### src/rtl/apb_arbiter.sv
// rtl/apb_arbiter.sv - two-master APB arbiter with round-robin grant and access watchdog
// Registered slave-side sequencing; master completions are combinational from the slave.
module apb_arbiter #(
  parameter int APB_paddr_WIDTH = 32,
  parameter int DATA_WIDTH      = 32,
  parameter int TIMEOUT         = 255
) (
  input  logic                       clk,
  input  logic                       rts,
  input  logic [APB_paddr_WIDTH-1:0] m0_paddr,
  input  logic [DATA_WIDTH-1:0]      m0_pdata,
  input  logic                       m0_pwrite,
  input  logic [3:0]                 m0_pstb,
  input  logic                       m0_psel,
  input  logic                       m0_penable,
  output logic [DATA_WIDTH-1:0]      m0_prdata,
  output logic                       m0_pready,
  output logic                       m0_perr,
  input  logic [APB_paddr_WIDTH-1:0] m1_paddr,
  input  logic [DATA_WIDTH-1:0]      m1_pdata,
  input  logic                       m1_pwrite,
  input  logic [3:0]                 m1_pstb,
  input  logic                       m1_psel,
  input  logic                       m1_penable,
  output logic [DATA_WIDTH-1:0]      m1_prdata,
  output logic                       m1_pready,
  output logic                       m1_perr,
  output logic [APB_paddr_WIDTH-1:0] APB_paddr,
  output logic [DATA_WIDTH-1:0]      APB_pdata,
  output logic                       APB_pwrite,
  output logic [3:0]                 APB_pstb,
  output logic                       APB_psel,
  output logic                       APB_penable,
  input  logic [DATA_WIDTH-1:0]      APB_prdata,
  input  logic                       APB_pready,
  input  logic                       APB_perr,
  output logic                       owner
);

  localparam int CW = (TIMEOUT > 0) ? $clog2(TIMEOUT + 1) : 1;
  localparam logic [CW-1:0] LP_TMAX = TIMEOUT[CW-1:0];
  localparam bit LP_WD_EN = (TIMEOUT != 0);

  typedef enum logic [1:0] {S_IDLE, S_SETUP, S_ACCESS} state_t;

  state_t                       r_state;
  logic                         r_last;
  logic                         r_owner;
  logic [CW-1:0]                r_cnt;
  logic [APB_paddr_WIDTH-1:0]   r_paddr;
  logic [DATA_WIDTH-1:0]        r_pdata;
  logic                         r_pwrite;
  logic [3:0]                   r_pstb;
  logic                         r_psel;
  logic                         r_penable;

  logic                         w_access;
  logic                         w_to;
  logic                         w_done;
  logic                         w_idle_gnt;
  logic                         w_gnt;
  logic                         w_other_req;
  logic                         w_m0_hit;
  logic                         w_m1_hit;
  logic [APB_paddr_WIDTH-1:0]   w_gnt_paddr;
  logic [DATA_WIDTH-1:0]        w_gnt_pdata;
  logic                         w_gnt_pwrite;
  logic [3:0]                   w_gnt_pstb;

  assign w_access = (r_state == S_ACCESS);
  // Slave ready always wins over an expiring watchdog in the same cycle.
  assign w_to     = LP_WD_EN && w_access && !APB_pready && (r_cnt == LP_TMAX);
  assign w_done   = w_access && (APB_pready || w_to);

  assign w_idle_gnt  = (m0_psel && m1_psel) ? ~r_last : m1_psel;
  assign w_gnt       = (r_state == S_IDLE) ? w_idle_gnt : ~r_owner;
  assign w_other_req = r_owner ? m0_psel : m1_psel;

  assign w_gnt_paddr  = w_gnt ? m1_paddr  : m0_paddr;
  assign w_gnt_pdata  = w_gnt ? m1_pdata  : m0_pdata;
  assign w_gnt_pwrite = w_gnt ? m1_pwrite : m0_pwrite;
  assign w_gnt_pstb   = w_gnt ? m1_pstb   : m0_pstb;

  // A master that dropped psel after grant gets no completion; reset suppresses it too.
  assign w_m0_hit = w_done && !r_owner && m0_psel && m0_penable && !rts;
  assign w_m1_hit = w_done &&  r_owner && m1_psel && m1_penable && !rts;

  assign m0_pready = w_m0_hit;
  assign m0_perr   = w_m0_hit && (w_to || APB_perr);
  assign m0_prdata = (w_m0_hit && !w_to) ? APB_prdata : '0;
  assign m1_pready = w_m1_hit;
  assign m1_perr   = w_m1_hit && (w_to || APB_perr);
  assign m1_prdata = (w_m1_hit && !w_to) ? APB_prdata : '0;

  assign APB_paddr   = r_paddr;
  assign APB_pdata   = r_pdata;
  assign APB_pwrite  = r_pwrite;
  assign APB_pstb    = r_pstb;
  assign APB_psel    = r_psel;
  assign APB_penable = r_penable;
  assign owner       = r_owner;

  always_ff @(posedge clk) begin
    if (rts) begin
      r_state   <= S_IDLE;
      r_last    <= 1'b1;
      r_owner   <= 1'b0;
      r_cnt     <= '0;
      r_paddr   <= '0;
      r_pdata   <= '0;
      r_pwrite  <= 1'b0;
      r_pstb    <= 4'b0000;
      r_psel    <= 1'b0;
      r_penable <= 1'b0;
    end else begin
      case (r_state)
        S_IDLE: begin
          if (m0_psel || m1_psel) begin
            r_paddr   <= w_gnt_paddr;
            r_pdata   <= w_gnt_pdata;
            r_pwrite  <= w_gnt_pwrite;
            r_pstb    <= w_gnt_pstb;
            r_psel    <= 1'b1;
            r_penable <= 1'b0;
            r_owner   <= w_gnt;
            r_state   <= S_SETUP;
          end
        end
        S_SETUP: begin
          r_penable <= 1'b1;
          r_cnt     <= '0;
          r_state   <= S_ACCESS;
        end
        S_ACCESS: begin
          if (w_done) begin
            r_last <= r_owner;
            // Hand the bus straight to a waiting peer; the finisher cannot win again here.
            if (w_other_req) begin
              r_paddr   <= w_gnt_paddr;
              r_pdata   <= w_gnt_pdata;
              r_pwrite  <= w_gnt_pwrite;
              r_pstb    <= w_gnt_pstb;
              r_penable <= 1'b0;
              r_owner   <= w_gnt;
              r_state   <= S_SETUP;
            end else begin
              r_psel    <= 1'b0;
              r_penable <= 1'b0;
              r_state   <= S_IDLE;
            end
          end else if (r_cnt != LP_TMAX) begin
            r_cnt <= r_cnt + CW'(1);
          end
        end
        default: begin
          r_state   <= S_IDLE;
          r_psel    <= 1'b0;
          r_penable <= 1'b0;
        end
      endcase
    end
  end

endmodule

### config.mk
export PLATFORM = sky130hd
export DESIGN_NAME = apb_arbiter
export DESIGN_NICKNAME = d
export VERILOG_FILES = /design/src/rtl/apb_arbiter.sv
export SDC_FILE = /design/constraint.sdc
export NUM_CORES = 1
export LEC_CHECK = 0
export CAP_MARGIN = 10
export CORE_AREA = 2 2 124 126
export DETAILED_ROUTE_END_ITERATION = 6
export DIE_AREA = 0 0 126 128
export PLACE_DENSITY = 0.72
export SYNTH_ARGS = -nofsm -noshare
export SYNTH_HDL_FRONTEND = slang
export SYNTH_SLANG_ARGS = --single-unit
### constraint.sdc
create_clock -name clk -period 5.95 [get_ports clk]
set_input_delay 1.19 -clock clk [delete_from_list [all_inputs] [get_ports clk]]
set_output_delay 1.19 -clock clk [all_outputs]
set_load 0.02 [all_outputs]
## Word-level counts from Yosys, hierarchy flattened

Cells that the tools add are included.

- Register bits after elaboration: 83
- Output and inout port bits: 140
- Word-level logic and storage cells: 98

- Add/sub/neg operators: 1
- Equality and inequality tests: 10
- Mux-type cells: 43
- Bitwise operators: 3
- Reductions and logical operators: 31

Operators by type and width:

| operator | count |
|---|---|
| $mux W32 | 10 |
| $pmux W32 S2 | 2 |
| $logic_and A1 B1 Y1 | 16 |
| $mux W1 | 16 |
| $mux W4 | 4 |
| $mux W8 | 2 |
| $pmux W8 S2 | 1 |
| $add A8 B1 Y8 const B | 1 |
| $eq A8 B8 Y1 const B | 1 |
| $ne A2 B1 Y1 const B | 4 |
| $ne A8 B8 Y1 const B | 1 |
| $pmux W4 S2 | 1 |
| $reduce_and A4 Y1 | 2 |
| $pmux W1 S3 | 2 |
| $pmux W2 S3 | 1 |
| $logic_not A1 Y1 | 4 |
| $mux W2 | 2 |
| $ne A2 B2 Y1 const B | 2 |
| $pmux W1 S2 | 2 |
| $reduce_and A2 Y1 | 2 |
| $reduce_bool A2 Y1 | 2 |
| $logic_or A1 B1 Y1 | 3 |
| $not A1 Y1 | 3 |
| $reduce_and A3 Y1 | 1 |
| other kinds (3) | 3 |

## Logic depth before layout (Yosys ltp)

- Word-level depth: 11
- Mapped depth: 9
- Gate-level depth less buffers: 6

## Worst setup path after synthesis

No wires, ideal clock.

- Path kind: input to output
- Start point: input rts
- End point: output m0_prdata[10]
- Arrival time: 2280 ps
- Setup slack: 2480 ps
- Cell stages on the path: 6
- Buffers on the path: 2
- Cells stage by stage: clkbuf_1 nor2b_1 nand3_1 nor2_1 clkbuf_1 and3_1

- Cells in the longest elaborated chain, start to end: 4

Ends and longest elaborated chain:

| what | RTL line | RTL |
|---|---|---|
| start, declared | 9 | `input logic rts,` |
| $logic_not A1 Y1 | 85 | `assign w_m0_hit = w_done && !r_owner && m0_psel && m0_penable && !rts;` |
| $logic_and A1 B1 Y1 | 85 |  |
| $logic_and A1 B1 Y1 | 90 | `assign m0_prdata = (w_m0_hit && !w_to) ? APB_prdata : '0;` |
| $mux W32 | 90 |  |
| end, declared | 16 | `output logic [DATA_WIDTH-1:0] m0_prdata,` |

No other way between the ends.

## Worst setup path in the final report

- Start point: input m0_psel
- End point: output m0_prdata[8]

- Cells in the longest elaborated chain, start to end: 5

Ends and longest elaborated chain:

| what | RTL line | RTL |
|---|---|---|
| start, declared | 14 | `input logic m0_psel,` |
| $logic_and A1 B1 Y1 (3 in series) | 85 |  |
| $logic_and A1 B1 Y1 | 90 |  |
| $mux W32 | 90 |  |

No other way between the ends.

==> impl_metrics.env <==
export IMPL_status="finished clean"
export IMPL_holdPathEnd="APB_psel"
export IMPL_fmax_mhz=215
export IMPL_placedCellCount=959
export IMPL_synth_ff_type="dfxtp_1"
export IMPL_portBuffers=317
export IMPL_busiest_layer="met2"
export IMPL_cellLeakagePower_nw=3.37
export IMPL_gp_congestion=0.864
export IMPL_gr_usage_met3_pct=5.51
export IMPL_hold_viol=0
export IMPL_start_util_pct=32.5
export IMPL_rsz0062_at_grt="no"
export IMPL_clock_skew_ns=0.00463
export IMPL_layout_nets=965
export IMPL_die_area_um2=16100
export IMPL_cts_resized=0
export IMPL_async_reset_ff_share_pct=0
export IMPL_insertion_delay_ns=0.34
export IMPL_slew_headroom_pct=26.5
export IMPL_io_pins=318
export IMPL_fp_dieH_um=128
export IMPL_synth_sequential_area_ratio_pct=34.0
export IMPL_layout_common_cells="clkdlybuf4s50_1 (316), dfxtp_1 (82), mux2i_1 (71), a211oi_1 (60), o21ba_1 (45)"
export IMPL_critical_path_class="in2out"
export IMPL_irDropWorstVdd_v=0.000176
export IMPL_clkTransAtPathRegs_ns=0.06
export IMPL_cts_buffer_depth=2
export IMPL_ant_nets=0
export IMPL_vias=4953
export IMPL_cap_violations=0
export IMPL_worst_hold_path_type="reg2reg"
export IMPL_crit_arrival_ns=3.46
export IMPL_grt_ovfl_total=0
export IMPL_finalMaxSlewViolations=0
export IMPL_htree_levels=3
export IMPL_yosysTopAreaCell="dfxtp_1"
export IMPL_cts_tree="done"
export IMPL_yosysWarnings=0
export IMPL_postSynthNetCount=680
export IMPL_postSynthAreaPerCell_um2=9.71
export IMPL_hpwl_um=12400
export IMPL_core_um2=14900
export IMPL_synth_area_um2=4820
export IMPL_drc=0
export IMPL_antenna_cells=0
export IMPL_synth_cell_type_count=46
export IMPL_track_usage_pct=19.6
export IMPL_start_kind="primary input"
export IMPL_grt_first_pass_wirelength_um=25500
export IMPL_regToRegSetupSlack_ns=3.17
export IMPL_dieWidth_um=126
export IMPL_layout_min_cycle_time_ns=4.65
export IMPL_num_rows=45
export IMPL_cts_hold_fix_buffers=0
export IMPL_hold_path_cell_count=2
export IMPL_worstReg2RegEnd="APB_pdata[2]"
export IMPL_fin_cells=975
export IMPL_grt_pass1_vias=4913
export IMPL_worstRegToRegCells=7
export IMPL_numCtsBuffers=9
export IMPL_power_density_nw_per_um2=342
export IMPL_first_pass_iters=4
export IMPL_drive_above_1_share_pct=7.88
export IMPL_path_max_fanout=22
export IMPL_wire_per_inst_um=17.0
export IMPL_syn_inst=497
export IMPL_n_fill_cell=1337
export IMPL_syn_to_final_growth_pct=74.4
export IMPL_period_share_pct=78.1
export IMPL_layout_commonest_cell="clkdlybuf4s50_1"
export IMPL_cts_root_buffer="clkbuf_16"
export IMPL_rr_startpoint="r_state[1]"
export IMPL_synth_edf_count=0
export IMPL_grt_use_met2_pct=34.3
export IMPL_synth_top_area_share_pct=34.0
export IMPL_tightest_slew_ns=1.10
export IMPL_antenna_found_initial=0
export IMPL_grt_max_degree=79
export IMPL_vias_per_cell=5.08
export IMPL_crit_path_end_kind="output pin"
export IMPL_drt_iter0_markers=206
export IMPL_hp_start="APB_psel"
export IMPL_ys_seq_elements=82
export IMPL_final_util_pct=56.6
export IMPL_cp_required_ns=4.76
export IMPL_routed_wirelength_um=16600
export IMPL_cts_sinks=82
export IMPL_grt_use_met1_pct=22.8
export IMPL_cts_setup_buffers=0
export IMPL_setup_tns_ns=0
export IMPL_netlist_top_cells_area="dfxtp_1 (34%), mux2i_1 (15%), a211oi_1 (9.3%)"
export IMPL_setup_viol=0
per-layer routing:
layer | up-vias | part of all wire (%)
met2 | 185 | 50
li1 | 2427 | -
met3 | 23 | 7.5
met4 | 0 | 1.9
met1 | 2318 | 41
met5 | - | 0
worst max-delay path by stage:
stage             from            end  slack, ns  depth (start not counted)
2_1_floorplan      rts  m0_prdata[10]       2.48                          6
3_3_place_gp   m0_psel  m0_prdata[15]       1.45                          6
3_5_place_dp   m0_psel   m0_prdata[8]       1.33                          6
4_1_cts        m0_psel  m0_prdata[14]       1.33                          6
5_1_grt        m0_psel   m0_prdata[8]       1.09                          6
6_report       m0_psel   m0_prdata[8]       1.30                          6
layout make-up:
type / count / area, um^2 / area share, %
repair buffers: 325 / 3230 / 38.4
multi-input cells: 359 / 2950 / 35.0
flip-flops and latches: 82 / 1640 / 19.5
clock buffers: 12 / 246 / 2.93
well taps: 188 / 235 / 2.80
clock inverters: 4 / 98.8 / 1.17
inverters: 5 / 18.8 / 0.223
kinds of logic (layout without fill, tap and decap cells):
group,after synthesis,count (layout),synth area share (%)
AO/OA/AOI/OAI,165,165,30.3
AND/OR/NAND/NOR,117,117,13.9
buffers and inverters,56,346,5.37
adder cells (fa/ha/maj),5,5,1.30
flip-flops,82,82,34.0
multiplexers,72,72,15.0
Yosys cell counts, types with 2 or more instances:
cell type / number
ha_1: 5
nand2_1: 11
mux2i_1: 71
o21ai_0: 3
a21oi_1: 6
buf_4: 2
nand3_1: 8
o21ba_2: 24
or4_1: 3
buf_2: 21
nand2b_1: 2
nor4b_1: 2
inv_1: 4
nand4_1: 3
dfxtp_1: 82
nor2_1: 12
a211oi_2: 11
and2_1: 32
clkbuf_1: 25
a211oi_1: 60
o21ba_1: 45
nor4_1: 3
nor3_1: 4
o21ai_1: 2
o211ai_1: 2
buf_6: 2
and3_1: 33
through the flow:
stage | instance area [um^2] | setup slack, ns | hold WS (ns) | power [W]
floorplan | 4820 | 2.48 | 0.467 | 0.00170
global placement | 8070 | 1.45 | 0.449 | 0.00223
detailed placement | 8070 | 1.33 | 0.465 | 0.00226
CTS | 8410 | 1.33 | 0.473 | 0.00292
global route | 8410 | 1.09 | 0.489 | 0.00304
finish | 8410 | 1.30 | 0.468 | 0.00288
report_power, final:
part	internal [W]	leakage, nW	total (W)	switching (W)
Combinational	0.000755	2.52	0.00146	0.000702
Sequential	0.000699	0.679	0.000774	0.0000749
Clock	0.000423	0.167	0.000647	0.000224
sequential cells by signal (all words and copies together) (netlist names):
signal	count
APB_paddr	32
APB_pdata	32
APB_psel	1
APB_pstb	4
r_cnt	8
APB_pwrite	1
owner	1
r_last	1
r_state	2
worst max-delay path, cell delays in order:
cell and delay (ns):
clkdlybuf4s50_1 0.54, nand3_1 0.14, nor2_1 0.44, buf_4 0.33, and3_1 0.19, clkdlybuf4s50_1 0.62
Note: power is estimated with default switching activity, not from simulation.
